===== src/rtl/pipeline_stall_controller_if.sv =====
// Handshake bundle between the hazard/branch/mult-div/memory sources and the
// pipeline stall controller, and the enables/flushes it drives back.
interface pipeline_stall_controller_if #(
  parameter int CNT_W = 16
);
  logic             load_use_hazard;
  logic             branch_taken;
  logic             md_start;
  logic             dmem_wait;
  logic             stall_count_clr;
  logic             PCWrite;
  logic             IF_IDWrite;
  logic             ID_EXWrite;
  logic             EX_MEMWrite;
  logic             MEM_WBWrite;
  logic             control_select;
  logic             EX_MEM_bubble;
  logic             IF_ID_flush;
  logic             ID_EX_flush;
  logic             md_busy;
  logic [CNT_W-1:0] stall_count;

  // Event sources drive requests and observe the pipeline controls.
  modport master (
    output load_use_hazard, branch_taken, md_start, dmem_wait, stall_count_clr,
    input  PCWrite, IF_IDWrite, ID_EXWrite, EX_MEMWrite, MEM_WBWrite,
           control_select, EX_MEM_bubble, IF_ID_flush, ID_EX_flush,
           md_busy, stall_count
  );

  // The controller consumes requests and produces the pipeline controls.
  modport slave (
    input  load_use_hazard, branch_taken, md_start, dmem_wait, stall_count_clr,
    output PCWrite, IF_IDWrite, ID_EXWrite, EX_MEMWrite, MEM_WBWrite,
           control_select, EX_MEM_bubble, IF_ID_flush, ID_EX_flush,
           md_busy, stall_count
  );
endinterface


===== src/rtl/pipeline_stall_controller.sv =====
// Central stall/flush sequencer for the 5-stage MIPS pipeline. Priority of
// events: reset, data-memory wait, mult/div freeze, taken branch, load-use.
// A two-state FSM with an 8-bit down-counter times the mult/div freeze, and a
// saturating counter records every cycle in which the PC is held.
module pipeline_stall_controller #(
  parameter int MD_LATENCY = 32,
  parameter int CNT_W      = 16
) (
  input  logic                          clk,
  input  logic                          reset,
  pipeline_stall_controller_if.slave    bus
);

  typedef enum logic {ST_RUN = 1'b0, ST_MD_BUSY = 1'b1} state_t;

  // The start cycle itself is frozen, so the counter covers the remaining cycles.
  localparam logic [7:0] MD_LOAD = 8'(MD_LATENCY - 1);

  state_t           r_state;
  state_t           w_state_nxt;
  logic [7:0]       r_md_cnt;
  logic [7:0]       w_md_cnt_nxt;
  logic [CNT_W-1:0] r_stall_count;
  logic             w_pc_write;

  // FSM state and freeze counter; reset returns to RUN even mid-freeze.
  always_ff @(posedge clk or posedge reset) begin
    if (reset) begin
      r_state  <= ST_RUN;
      r_md_cnt <= 8'd0;
    end else begin
      r_state  <= w_state_nxt;
      r_md_cnt <= w_md_cnt_nxt;
    end
  end

  // Next state: a memory wait holds everything, md_start enters the freeze.
  always_comb begin
    w_state_nxt  = r_state;
    w_md_cnt_nxt = r_md_cnt;
    if (!bus.dmem_wait) begin
      case (r_state)
        ST_RUN: begin
          if (bus.md_start) begin
            w_state_nxt  = ST_MD_BUSY;
            w_md_cnt_nxt = MD_LOAD;
          end
        end
        ST_MD_BUSY: begin
          if (r_md_cnt == 8'd1) begin
            w_state_nxt  = ST_RUN;
            w_md_cnt_nxt = 8'd0;
          end else begin
            w_md_cnt_nxt = r_md_cnt - 8'd1;
          end
        end
        default: begin
          w_state_nxt  = ST_RUN;
          w_md_cnt_nxt = 8'd0;
        end
      endcase
    end
  end

  // Pipeline controls, combinational from state and the prioritised events.
  always_comb begin
    w_pc_write         = 1'b1;
    bus.IF_IDWrite     = 1'b1;
    bus.ID_EXWrite     = 1'b1;
    bus.EX_MEMWrite    = 1'b1;
    bus.MEM_WBWrite    = 1'b1;
    bus.control_select = 1'b0;
    bus.EX_MEM_bubble  = 1'b0;
    bus.IF_ID_flush    = 1'b0;
    bus.ID_EX_flush    = 1'b0;
    bus.md_busy        = 1'b0;
    if (reset) begin
      w_pc_write      = 1'b0;
      bus.IF_IDWrite  = 1'b0;
      bus.ID_EXWrite  = 1'b0;
      bus.EX_MEMWrite = 1'b0;
      bus.MEM_WBWrite = 1'b0;
    end else if (bus.dmem_wait) begin
      w_pc_write      = 1'b0;
      bus.IF_IDWrite  = 1'b0;
      bus.ID_EXWrite  = 1'b0;
      bus.EX_MEMWrite = 1'b0;
      bus.MEM_WBWrite = 1'b0;
      bus.md_busy     = (r_state == ST_MD_BUSY);
    end else if ((r_state == ST_MD_BUSY) || bus.md_start) begin
      // Upstream holds while the mult/div unit occupies EX; bubbles flow on.
      w_pc_write        = 1'b0;
      bus.IF_IDWrite    = 1'b0;
      bus.ID_EXWrite    = 1'b0;
      bus.EX_MEM_bubble = 1'b1;
      bus.md_busy       = 1'b1;
    end else if (bus.branch_taken) begin
      // The flushed instruction no longer needs a load-use stall.
      bus.IF_ID_flush = 1'b1;
      bus.ID_EX_flush = 1'b1;
    end else if (bus.load_use_hazard) begin
      w_pc_write         = 1'b0;
      bus.IF_IDWrite     = 1'b0;
      bus.control_select = 1'b1;
    end
  end

  assign bus.PCWrite = w_pc_write;

  // Saturating stall-cycle counter; clear wins over an increment.
  always_ff @(posedge clk or posedge reset) begin
    if (reset) begin
      r_stall_count <= '0;
    end else if (bus.stall_count_clr) begin
      r_stall_count <= '0;
    end else if (!w_pc_write && (r_stall_count != {CNT_W{1'b1}})) begin
      r_stall_count <= r_stall_count + 1'b1;
    end
  end

  assign bus.stall_count = r_stall_count;

endmodule


===== src/flat_wrapper.sv =====
// flat-port wrapper written by rule: the top's interface ports become plain ports
module pipeline_stall_controller_flat 
#(
  parameter int MD_LATENCY = 32,
  parameter int CNT_W      = 16
)
  (clk, reset, bus_load_use_hazard, bus_branch_taken, bus_md_start, bus_dmem_wait, bus_stall_count_clr, bus_PCWrite, bus_IF_IDWrite, bus_ID_EXWrite, bus_EX_MEMWrite, bus_MEM_WBWrite, bus_control_select, bus_EX_MEM_bubble, bus_IF_ID_flush, bus_ID_EX_flush, bus_md_busy, bus_stall_count);
  pipeline_stall_controller_if #(.CNT_W(CNT_W)) bus_i ();
  input  logic clk;
  input  logic reset;
  input wire logic [$bits(bus_i.load_use_hazard)-1:0] bus_load_use_hazard;
  input wire logic [$bits(bus_i.branch_taken)-1:0] bus_branch_taken;
  input wire logic [$bits(bus_i.md_start)-1:0] bus_md_start;
  input wire logic [$bits(bus_i.dmem_wait)-1:0] bus_dmem_wait;
  input wire logic [$bits(bus_i.stall_count_clr)-1:0] bus_stall_count_clr;
  output wire logic [$bits(bus_i.PCWrite)-1:0] bus_PCWrite;
  output wire logic [$bits(bus_i.IF_IDWrite)-1:0] bus_IF_IDWrite;
  output wire logic [$bits(bus_i.ID_EXWrite)-1:0] bus_ID_EXWrite;
  output wire logic [$bits(bus_i.EX_MEMWrite)-1:0] bus_EX_MEMWrite;
  output wire logic [$bits(bus_i.MEM_WBWrite)-1:0] bus_MEM_WBWrite;
  output wire logic [$bits(bus_i.control_select)-1:0] bus_control_select;
  output wire logic [$bits(bus_i.EX_MEM_bubble)-1:0] bus_EX_MEM_bubble;
  output wire logic [$bits(bus_i.IF_ID_flush)-1:0] bus_IF_ID_flush;
  output wire logic [$bits(bus_i.ID_EX_flush)-1:0] bus_ID_EX_flush;
  output wire logic [$bits(bus_i.md_busy)-1:0] bus_md_busy;
  output wire logic [$bits(bus_i.stall_count)-1:0] bus_stall_count;
  assign bus_i.load_use_hazard = bus_load_use_hazard;
  assign bus_i.branch_taken = bus_branch_taken;
  assign bus_i.md_start = bus_md_start;
  assign bus_i.dmem_wait = bus_dmem_wait;
  assign bus_i.stall_count_clr = bus_stall_count_clr;
  assign bus_PCWrite = bus_i.PCWrite;
  assign bus_IF_IDWrite = bus_i.IF_IDWrite;
  assign bus_ID_EXWrite = bus_i.ID_EXWrite;
  assign bus_EX_MEMWrite = bus_i.EX_MEMWrite;
  assign bus_MEM_WBWrite = bus_i.MEM_WBWrite;
  assign bus_control_select = bus_i.control_select;
  assign bus_EX_MEM_bubble = bus_i.EX_MEM_bubble;
  assign bus_IF_ID_flush = bus_i.IF_ID_flush;
  assign bus_ID_EX_flush = bus_i.ID_EX_flush;
  assign bus_md_busy = bus_i.md_busy;
  assign bus_stall_count = bus_i.stall_count;
  pipeline_stall_controller #(.MD_LATENCY(MD_LATENCY), .CNT_W(CNT_W)) u_core (.clk(clk), .reset(reset), .bus(bus_i));
endmodule

===== config.mk =====
export PLATFORM = sky130hd
export DESIGN_NAME = pipeline_stall_controller_flat
export DESIGN_NICKNAME = d
export VERILOG_FILES = /design/src/rtl/pipeline_stall_controller_if.sv /design/src/rtl/pipeline_stall_controller.sv /design/src/flat_wrapper.sv
export SDC_FILE = /design/constraint.sdc
export NUM_CORES = 1
export LEC_CHECK = 0
export CORE_UTILIZATION = 45
export DETAILED_ROUTE_END_ITERATION = 7
export DONT_BUFFER_PORTS = 1
export GPL_ROUTABILITY_DRIVEN = 0
export PLACE_DENSITY_LB_ADDON = 0.25
export SYNTH_ARGS = -nofsm -noshare
export SYNTH_HDL_FRONTEND = slang
export SYNTH_SLANG_ARGS = --single-unit

===== constraint.sdc =====
create_clock -name clk -period 2.6 [get_ports clk]
set_input_delay 0.26 -clock clk [delete_from_list [all_inputs] [get_ports clk]]
set_output_delay 0.26 -clock clk [all_outputs]
set_load 0.005 [all_outputs]

==> results of run 1 <==
[power by group]
part | switching (uW) | internal (uW) | total [uW]
clock | 121 | 60.1 | 181
sequential | 49.7 | 430 | 479
combinational | 71.0 | 65.4 | 136
total | 242 | 555 | 797
[sequential cells by signal (all words and copies together), names as in the netlist]
register                flops
u_core.bus.stall_count     16
u_core.r_md_cnt             8
u_core.r_state              1
[kinds of logic (layout without fill, tap and decap cells)]
logic type / after synthesis / after routing / synth area share
AOI/OAI and AO/OA: 43 / 43 / 0.189
adders and majority gates: 3 / 3 / 0.0248
buffers and inverters: 16 / 12 / 0.0478
DFF: 25 / 25 / 0.413
muxes: 4 / 4 / 0.0297
and+or+nand+nor: 77 / 77 / 0.296
[final cells by class]
class / count / area (um2)
Fill cell: 310 / 1560
Inverter: 6 / 22.5
Multi-Input combinational cell: 127 / 818
Tap cell: 44 / 55.1
Sequential cell: 25 / 626
Clock buffer: 4 / 26.3
Timing Repair Buffer: 2 / 17.5
[how the worst max path moves through the flow]
stage,start,endpoint,slack [ps],depth (start not counted)
finish,u_core.r_state,u_core.bus.stall_count[15],510,6
global route,u_core.r_state,bus_IF_IDWrite,310,5
CTS,u_core.r_state,u_core.bus.stall_count[15],510,6
detailed placement,u_core.r_state,u_core.bus.stall_count[15],530,6
global placement,u_core.r_state,u_core.bus.stall_count[15],550,6
floorplan,u_core.bus.stall_count[0],u_core.bus.stall_count[2],770,5
[stage by stage]
stage	power (uW)	worst slack, ps
after floorplan	589	768
after global placement	612	551
after detailed placement	621	526
after CTS	800	509
after global routing	855	313
final	797	513
[routing by layer]
layer	vias up	wire (um)	track usage
li1	633	-	-
met1	651	1710	0.288
met2	32	1500	0.313
met3	4	171	0.0476
met4	0	34	0.0831
met5	-	0	0
[layout by cell type (no fill, tap or decap), types with 2 or more instances in the layout]
| master | Yosys | final |
|---|---|---|
| clkbuf_4 | 0 | 3 |
| or3_1 | 2 | 2 |
| o21ai_0 | 9 | 9 |
| nor2b_1 | 4 | 4 |
| nor3_1 | 2 | 2 |
| nand3_1 | 10 | 10 |
| nand2b_1 | 3 | 3 |
| nor2_1 | 12 | 12 |
| nor4_1 | 4 | 4 |
| dfrtp_1 | 25 | 25 |
| nand2_1 | 9 | 9 |
| a21oi_1 | 15 | 15 |
| or4_1 | 12 | 12 |
| and3_1 | 2 | 2 |
| a22o_1 | 3 | 3 |
| inv_1 | 5 | 5 |
| ha_1 | 3 | 3 |
| nand4_1 | 6 | 6 |
| o31ai_1 | 10 | 10 |
| mux2_2 | 4 | 4 |
[worst max-delay path: stages (launching register included)]
cell,delay [ps]
dfrtp_1,590
nor2_1,160
nand2_2,110
inv_2,70
a211o_4,370
nor4_1,340
mux2_2,370
==> flow_metrics.env, run 1 <==
export IMPL_run_status="finished clean"
export IMPL_clockBufferDepth=2
export IMPL_synth_top_cell_area_share=0.413
export IMPL_syn_num_nets=178
export IMPL_synth_edf_count=0
export IMPL_initial_core_util=0.485
export IMPL_cts_hold_buf=1
export IMPL_dr_pass1_iters=4
export IMPL_min_period_over_period=0.803
export IMPL_cts_sinks=25
export IMPL_synthTopCellsByArea="dfrtp_1 41%, or4_1 5.9%, a21oi_1 5.0%"
export IMPL_cts_setup_buffers=0
export IMPL_grt_usage=0.208
export IMPL_post_route_util=0.500
export IMPL_post_route_drc_count=0
export IMPL_cp_max_fo=13
export IMPL_netlist_top_cells_count="25 x dfrtp_1, 15 x a21oi_1, 12 x nor2_1, 12 x or4_1"
export IMPL_path_clk_slew_ps=150
export IMPL_synth_seq_cells=25
export IMPL_final_min_clock_period_ps=2090
export IMPL_yosysMostFrequentCell="dfrtp_1"
export IMPL_wl_um=3410
export IMPL_drtAntennaViolNets=0
export IMPL_drive_above_1_share=0.110
export IMPL_ios=33
export IMPL_area_growth_pct=3.22
export IMPL_grt_pass1_vias=1245
export IMPL_cts_tree="done"
export IMPL_p_leak_uw=0.000622
export IMPL_vias=1320
export IMPL_grt_pass1_wl_um=5640
export IMPL_hold_path_class="input pin to asynchronous set/reset pin"
export IMPL_yosys_warnings=0
export IMPL_fp_coreArea_um2=3130
export IMPL_holdWs_ps=26.3
export IMPL_die_y_um=60.1
export IMPL_endpoint_kind="flop"
export IMPL_htree_levels=1
export IMPL_die_x_um=60.1
export IMPL_syn_area_um2=1520
export IMPL_peakVddDrop_mv=0.167
export IMPL_grt_ovfl_total=0
export IMPL_r2r_end="u_core.bus.stall_count[15]"
export IMPL_ff2ff_path_depth=6
export IMPL_antenna_found_initial=0
export IMPL_fin_setup_tns_ps=0
export IMPL_initialDrtViolationCount=108
export IMPL_rows=20
export IMPL_fmax_ghz=0.479
export IMPL_critPathKind="flop to flop"
export IMPL_ys_types=40
export IMPL_cts_resized=0
export IMPL_cp_required_ps=2830
export IMPL_synth_main_ff_cell="dfrtp_1"
export IMPL_dieArea_um2=3610
export IMPL_syn_mean_instance_area_um2=9.03
export IMPL_slew_violations=0
export IMPL_synth_seq_area_share=0.413
export IMPL_portBuffers=0
export IMPL_cap_violations=0
export IMPL_rsz0062_at_grt="no"
export IMPL_grt_max_degree=26
export IMPL_setup_violations=0
export IMPL_reg2reg_slack_ps=510
export IMPL_place_inst=203
export IMPL_cp_arrival_ps=2320
export IMPL_tightest_slew_ps=973
export IMPL_power_density_nw_per_um2=509
export IMPL_hold_viol=0
export IMPL_critPathLaunchType="flop"
export IMPL_synth_top_area_cell="dfrtp_1"
export IMPL_nets=175
export IMPL_vias_per_cell=6.35
export IMPL_maxSlewHeadroom=0.350
export IMPL_fin_cells=208
export IMPL_clk_latency_ps=330
export IMPL_final_area_um2=1570
export IMPL_n_antenna_cell=0
export IMPL_avgRoutedWirePerCell_um=16.4
export IMPL_cts_buffers=3
export IMPL_reg2reg_from="u_core.r_state"
export IMPL_synthArstFlopShare=1.00
export IMPL_synth_cells=168
export IMPL_dp_final_hpwl_um=2410
export IMPL_dpl_cell_area_um2=1530
export IMPL_root_buffer="clkbuf_4"
export IMPL_fin_worst_skew_ps=12.6
Note: power is estimated with default switching activity, not from simulation.
==> inputs of run 2 (changes only) <==
--- a/config.mk
+++ b/config.mk
@@ -5,6 +5,7 @@
 export SDC_FILE = /design/constraint.sdc
 export NUM_CORES = 1
 export LEC_CHECK = 0
+export ABC_AREA = 1
 export CORE_UTILIZATION = 45
 export DETAILED_ROUTE_END_ITERATION = 7
 export DONT_BUFFER_PORTS = 1
==> constraint.sdc (replaced) <==
create_clock -name clk -period 2.1 [get_ports clk]
set_input_delay 0.21 -clock clk [delete_from_list [all_inputs] [get_ports clk]]
set_output_delay 0.21 -clock clk [all_outputs]
set_load 0.005 [all_outputs]
==> run 2 against run 1 <==
Against the previous run: utilization fell by 0.72 points; count of clock-buffer cells in the layout unchanged; largest cell class unchanged; routed wire length fell by 5.3%; largest power group unchanged; critical path depth grew 3; synthesized cell count increased by 34%; sequential share of layout area is 2.5 points lower.
==> flow_metrics.env, run 2 <==
export IMPL_run_status="finished clean"
export IMPL_vias_per_cell=5.11
export IMPL_rsz0062_at_grt="no"
export IMPL_rows=21
export IMPL_cp_arrival_ps=2020
export IMPL_cts_resized=0
export IMPL_synth_edf_count=0
export IMPL_die_x_um=62.0
export IMPL_grt_usage=0.191
export IMPL_n_antenna_cell=0
export IMPL_drive_above_1_share=0.0670
export IMPL_regArea_um2=626
export IMPL_synth_seq_cells=25
export IMPL_cp_max_fo=15
export IMPL_cts_sinks=25
export IMPL_yosysMostFrequentCell="nand2_1"
export IMPL_fin_ws_ps=304
export IMPL_multi_input_area_um2=866
export IMPL_fin_worst_skew_ps=2.13
export IMPL_fp_coreArea_um2=3390
export IMPL_dieArea_um2=3840
export IMPL_synthTopCellsByArea="dfrtp_1 39%, nand2_1 16%, nor2_1 7.4%"
export IMPL_path_clk_slew_ps=130
export IMPL_post_route_drc_count=0
export IMPL_p_clk_frac=0.238
export IMPL_fmax_ghz=0.557
export IMPL_cp_required_ps=2330
export IMPL_hold_path_class="input pin to flop"
export IMPL_clockBufferDepth=2
export IMPL_ys_types=28
export IMPL_critPathKind="flop to flop"
export IMPL_grt_pass1_wl_um=5370
export IMPL_setup_violations=0
export IMPL_critPathLaunchType="flop"
export IMPL_slowest_stage="dfrtp_1"
export IMPL_synth_main_ff_cell="dfrtp_1"
export IMPL_htree_levels=1
export IMPL_endpoint_kind="flop"
export IMPL_nets=235
export IMPL_vias=1381
export IMPL_p_comb_frac=0.164
export IMPL_cap_violations=0
export IMPL_cts_tree="done"
export IMPL_cp_cell_sequence="ha_1 > nand3_1 > inv_2 > nand2_2 > nor2_4 > nor2_4 > nor2_8 > nand2_1 > nand2_1"
export IMPL_antenna_found_initial=0
export IMPL_initialDrtViolationCount=87
export IMPL_initial_core_util=0.478
export IMPL_hold_viol=0
export IMPL_min_period_over_period=0.855
export IMPL_portBuffers=0
export IMPL_cts_buffers=3
export IMPL_netlist_top_cells_count="71 x nand2_1, 32 x nor2_1, 25 x dfrtp_1, 18 x inv_1, 15 x nand4_1"
export IMPL_fin_setup_tns_ps=0
export IMPL_synthArstFlopShare=1.00
export IMPL_dr_pass1_iters=4
export IMPL_clk_latency_ps=320
export IMPL_power_switching_uw=270
export IMPL_synth_cells=225
export IMPL_synth_seq_area_share=0.386
export IMPL_grt_max_degree=26
export IMPL_final_min_clock_period_ps=1800
export IMPL_wl_um=3230
export IMPL_seq_power_share=0.598
export IMPL_swShare=0.296
export IMPL_final_common_cell="nand2_1"
export IMPL_syn_mean_instance_area_um2=7.20
export IMPL_synth_top_area_cell="dfrtp_1"
export IMPL_root_buffer="clkbuf_4"
export IMPL_grt_pass1_vias=1220
export IMPL_fill_cells=324
export IMPL_p_leak_uw=0.000790
export IMPL_avgRoutedWirePerCell_um=12.0
export IMPL_power_density_nw_per_um2=545
export IMPL_largest_reg_flops=16
export IMPL_peakVddDrop_mv=0.261
export IMPL_drtAntennaViolNets=0
export IMPL_grt_ovfl_total=0
export IMPL_maxSlewHeadroom=0.702
export IMPL_intPower_uw=642
export IMPL_tightest_slew_ps=442
export IMPL_yosys_warnings=0
export IMPL_ios=33
export IMPL_slew_violations=0
export IMPL_die_y_um=62.0
export IMPL_syn_num_nets=235
export IMPL_synth_top_cell_area_share=0.386
export IMPL_cpPeakStageDelay_ps=460
export IMPL_dp_slack_ps=313
export IMPL_crit_buf_inv=1
export IMPL_area_growth_pct=3.17
export IMPL_mostFrequentLayoutCells="71 x nand2_1, 32 x nor2_1, 25 x dfrtp_1"
export IMPL_syn_area_um2=1620
export IMPL_dp_final_hpwl_um=2410
export IMPL_crit_family="simple AND/OR/NAND/NOR gates"
## run 2: changes by cell type in the layout (fill, tap and decap cells not counted), sizes merged, moves of 8 or more
cell / change
a21oi: -11
inv: +15
nor2: +25
o31ai: -10
nand4: +8
nand2: +62
or4: -13
## run 2: worst register-to-register path: stages, from the launching register on
cell and delay [ps]:
dfrtp_1 460, ha_1 280, nand3_1 190, inv_2 70
nand2_2 90, nor2_4 50, nor2_4 320, nor2_8 110
nand2_1 80, nand2_1 60
## run 2: power by group through the flow
| stage | sequential [uW] | clock, uW | combinational, uW |
|---|---|---|---|
| final | 545 | 217 | 149 |
| after global routing | 552 | 254 | 177 |
| after CTS | 545 | 233 | 151 |
| after detailed placement | 554 | 0 | 150 |
| after global placement | 553 | 0 | 148 |
| after floorplan | 543 | 0 | 132 |
## run 2: layer usage
| layer | vias to the layer above | part of all wire | global-route usage |
|---|---|---|---|
| met2 | 32 | 0.40 | 0.260 |
| met4 | 0 | 0.015 | 0.0857 |
| li1 | 726 | - | - |
| met1 | 618 | 0.52 | 0.286 |
| met5 | - | 0 | 0 |
| met3 | 5 | 0.059 | 0.0414 |
## run 2: cell type report
| type | count | share of cell area |
|---|---|---|
| multi-input cells | 172 | 0.518 |
| flip-flops and latches | 25 | 0.374 |
| inverters | 21 | 0.0472 |
| well taps | 46 | 0.0344 |
| clock buffers | 4 | 0.0157 |
| repair buffers | 2 | 0.0105 |
## run 2: what timing repair did
action | 4_1_cts | 5_1_grt
buffers inserted | 0 | 0
setup endpoints to repair | 0 | 0
endpoints found under the hold margin | 25 | 0
hold buffers | 1 | 0
## run 2: cell families after synthesis
kind of cell,after synthesis,share of synthesized area
compound gates,17,0.0610
xor+xnor,8,0.0432
fa+ha+maj,3,0.0232
buf+inv,28,0.0795
flops,25,0.386
simple gates,144,0.407
## run 2: path summary, 6_finish.rpt
kind / to / slack (ps) / start / cells past startpoint
max: u_core.bus.stall_count[12] / 300 / u_core.bus.stall_count[0] / 9
min: u_core.bus.stall_count[4] / 30 / bus_stall_count_clr / 3
max reg2reg: u_core.bus.stall_count[12] / 300 / u_core.bus.stall_count[0] / 9
min reg2reg: u_core.r_md_cnt[1] / 560 / u_core.r_md_cnt[1] / 2
max in group asynchronous: u_core.bus.stall_count[3] / 1490 / reset / 3
min in group asynchronous: u_core.bus.stall_count[8] / 370 / reset / 3
## run 2: metrics by stage
stage                     utilization  std cells  total power, uW  hold slack (ps)  cell area (um2)
after global routing            0.493        270              984             5.75             1670
after global placement          0.482        265              701              172             1640
final                           0.493        270              912             28.8             1670
after CTS                       0.493        270              929             17.5             1670
after detailed placement        0.482        265              703              176             1640
after floorplan                     -        225              675              237             1620
==> inputs of run 3 (changes only) <==
--- a/config.mk
+++ b/config.mk
@@ -11,6 +11,7 @@
 export DONT_BUFFER_PORTS = 1
 export GPL_ROUTABILITY_DRIVEN = 0
 export PLACE_DENSITY_LB_ADDON = 0.25
+export RECOVER_POWER = 100
 export SYNTH_ARGS = -nofsm -noshare
 export SYNTH_HDL_FRONTEND = slang
 export SYNTH_SLANG_ARGS = --single-unit
==> run 3 against run 2 <==
Against the previous run: critical path depth did not move; count of clock-buffer cells in the layout unchanged; sequential cell count did not move; combinational power barely moved; total power down 0.34%; clock skew is essentially flat; utilization decreased by 0.41 points; cell area is 0.82% lower; clock power about the same; first-iteration DRC count up 9.2%; critical path type unchanged; largest cell class unchanged.
==> flow_metrics.env, run 3 (synthesized netlist as in run 2, its figures left out) <==
export IMPL_drtAntennaViolNets=0
export IMPL_fin_setup_tns_ps=0
export IMPL_rsz0062_at_grt="no"
export IMPL_min_period_over_period=0.872
export IMPL_portBuffers=0
export IMPL_fp_coreArea_um2=3390
export IMPL_ios=33
export IMPL_avgRoutedWirePerCell_um=12.0
export IMPL_n_antenna_cell=0
export IMPL_hold_viol=0
export IMPL_final_common_cell="nand2_1"
export IMPL_fill_cells=325
export IMPL_cp_required_ps=2330
export IMPL_grt_pass1_wl_um=5370
export IMPL_cts_resized=0
export IMPL_post_route_util=0.489
export IMPL_cts_tree="done"
export IMPL_dp_final_hpwl_um=2410
export IMPL_dieArea_um2=3840
export IMPL_maxSlewHeadroom=0.139
export IMPL_fmax_ghz=0.546
export IMPL_critPathKind="flop to flop"
export IMPL_p_leak_uw=0.000789
export IMPL_initialDrtViolationCount=95
export IMPL_endpoint_kind="flop"
export IMPL_reg2reg_slack_ps=270
export IMPL_cts_hold_buf=1
export IMPL_htree_levels=1
export IMPL_cp_max_fo=15
export IMPL_largest_reg_flops=16
export IMPL_grt_pass1_vias=1220
export IMPL_antenna_found_initial=0
export IMPL_vias=1383
export IMPL_reg2reg_from="u_core.bus.stall_count[0]"
export IMPL_clk_latency_ps=320
export IMPL_hold_depth=3
export IMPL_hold_path_class="input pin to flop"
export IMPL_ff2ff_path_depth=9
export IMPL_slew_violations=0
export IMPL_final_min_clock_period_ps=1830
export IMPL_die_x_um=62.0
export IMPL_cts_sinks=25
export IMPL_crit_end="u_core.bus.stall_count[12]"
export IMPL_vias_per_cell=5.12
export IMPL_cts_setup_buffers=0
export IMPL_area_growth_pct=2.32
export IMPL_setup_violations=0
export IMPL_cp_startpoint="u_core.bus.stall_count[0]"
export IMPL_dp_slack_ps=313
export IMPL_cap_violations=0
export IMPL_fin_ws_ps=269
export IMPL_cts_buffers=3
export IMPL_clockBufferDepth=2
export IMPL_grt_ovfl_total=0
export IMPL_post_route_drc_count=0
export IMPL_tightest_slew_ps=1290
export IMPL_mostFrequentLayoutCells="72 x nand2_1, 33 x nor2_1, 25 x dfrtp_1"
export IMPL_root_buffer="clkbuf_4"
export IMPL_drive_above_1_share=0.0446
export IMPL_critPathLaunchType="flop"
export IMPL_power_density_nw_per_um2=548
export IMPL_initial_core_util=0.478
export IMPL_rows=21
export IMPL_dr_pass1_iters=4
export IMPL_grt_max_degree=26
export IMPL_r2r_end="u_core.bus.stall_count[12]"
export IMPL_nets=235
export IMPL_wl_um=3240
export IMPL_multi_input_area_um2=856
export IMPL_grt_usage=0.191
export IMPL_peakVddDrop_mv=0.261
export IMPL_cp_arrival_ps=2060
export IMPL_fin_worst_skew_ps=1.82
export IMPL_regArea_um2=626
export IMPL_run_status="finished clean"
export IMPL_path_clk_slew_ps=130
export IMPL_die_y_um=62.0
run 3: cell types whose count changed in the layout (fill, tap and decap cells not counted):
cell and delta:
clkbuf_1 +1, nor2_4 -1, buf_4 -1, inv_2 -2
inv_1 +2, nand2_1 +1, nand2_2 -1, nor2_1 +1
run 3: report_power, final:
group / internal (uW) / switching [uW] / leakage (uW)
Combinational: 50.7 / 96.4 / 0.000445
Clock: 74.5 / 143 / 0.0000150
Sequential: 514 / 29.6 / 0.000329
Total: 640 / 269 / 0.000789
run 3: layout make-up:
cell class	instances	share of cell area
repair buffers	2	0.00830
clock buffers	4	0.0158
multi-input cells	172	0.516
flip-flops and latches	25	0.377
inverters	21	0.0475
well taps	46	0.0347
run 3: worst max-delay path, stage by stage (launching register included):
cell	delay, ps
dfrtp_1	460
ha_1	280
nand3_1	190
inv_2	60
nand2_1	120
nor2_4	60
nor2_4	320
nor2_8	110
nand2_1	80
nand2_1	60
run 3: metrics by stage:
stage               hold slack [ps]  instances  cell area [um2]  total power [uW]
floorplan                       237        225             1620               675
global route                   5.75        270             1660               980
CTS                            17.5        270             1670               929
global placement                172        265             1640               701
detailed placement              176        265             1640               703
finish                         28.3        270             1660               909
run 3: worst min path at each step:
| stage | start | endpoint | slack (ps) |
|---|---|---|---|
| floorplan | reset | u_core.bus.stall_count[0] | 240 |
| global placement | reset | u_core.r_state | 170 |
| detailed placement | reset | u_core.r_state | 180 |
| CTS | bus_dmem_wait | u_core.r_state | 20 |
| global route | bus_stall_count_clr | u_core.bus.stall_count[7] | 6 |
| finish | bus_stall_count_clr | u_core.bus.stall_count[4] | 30 |
run 3: metal layers:
| metal | up-vias | share of wire | wire length, um | global-route usage |
|---|---|---|---|---|
| li1 | 726 | - | - | - |
| met1 | 621 | 0.53 | 1700 | 0.286 |
| met2 | 31 | 0.40 | 1300 | 0.260 |
| met3 | 5 | 0.059 | 190 | 0.0414 |
| met4 | 0 | 0.015 | 48 | 0.0857 |
| met5 | - | 0 | 0 | 0 |
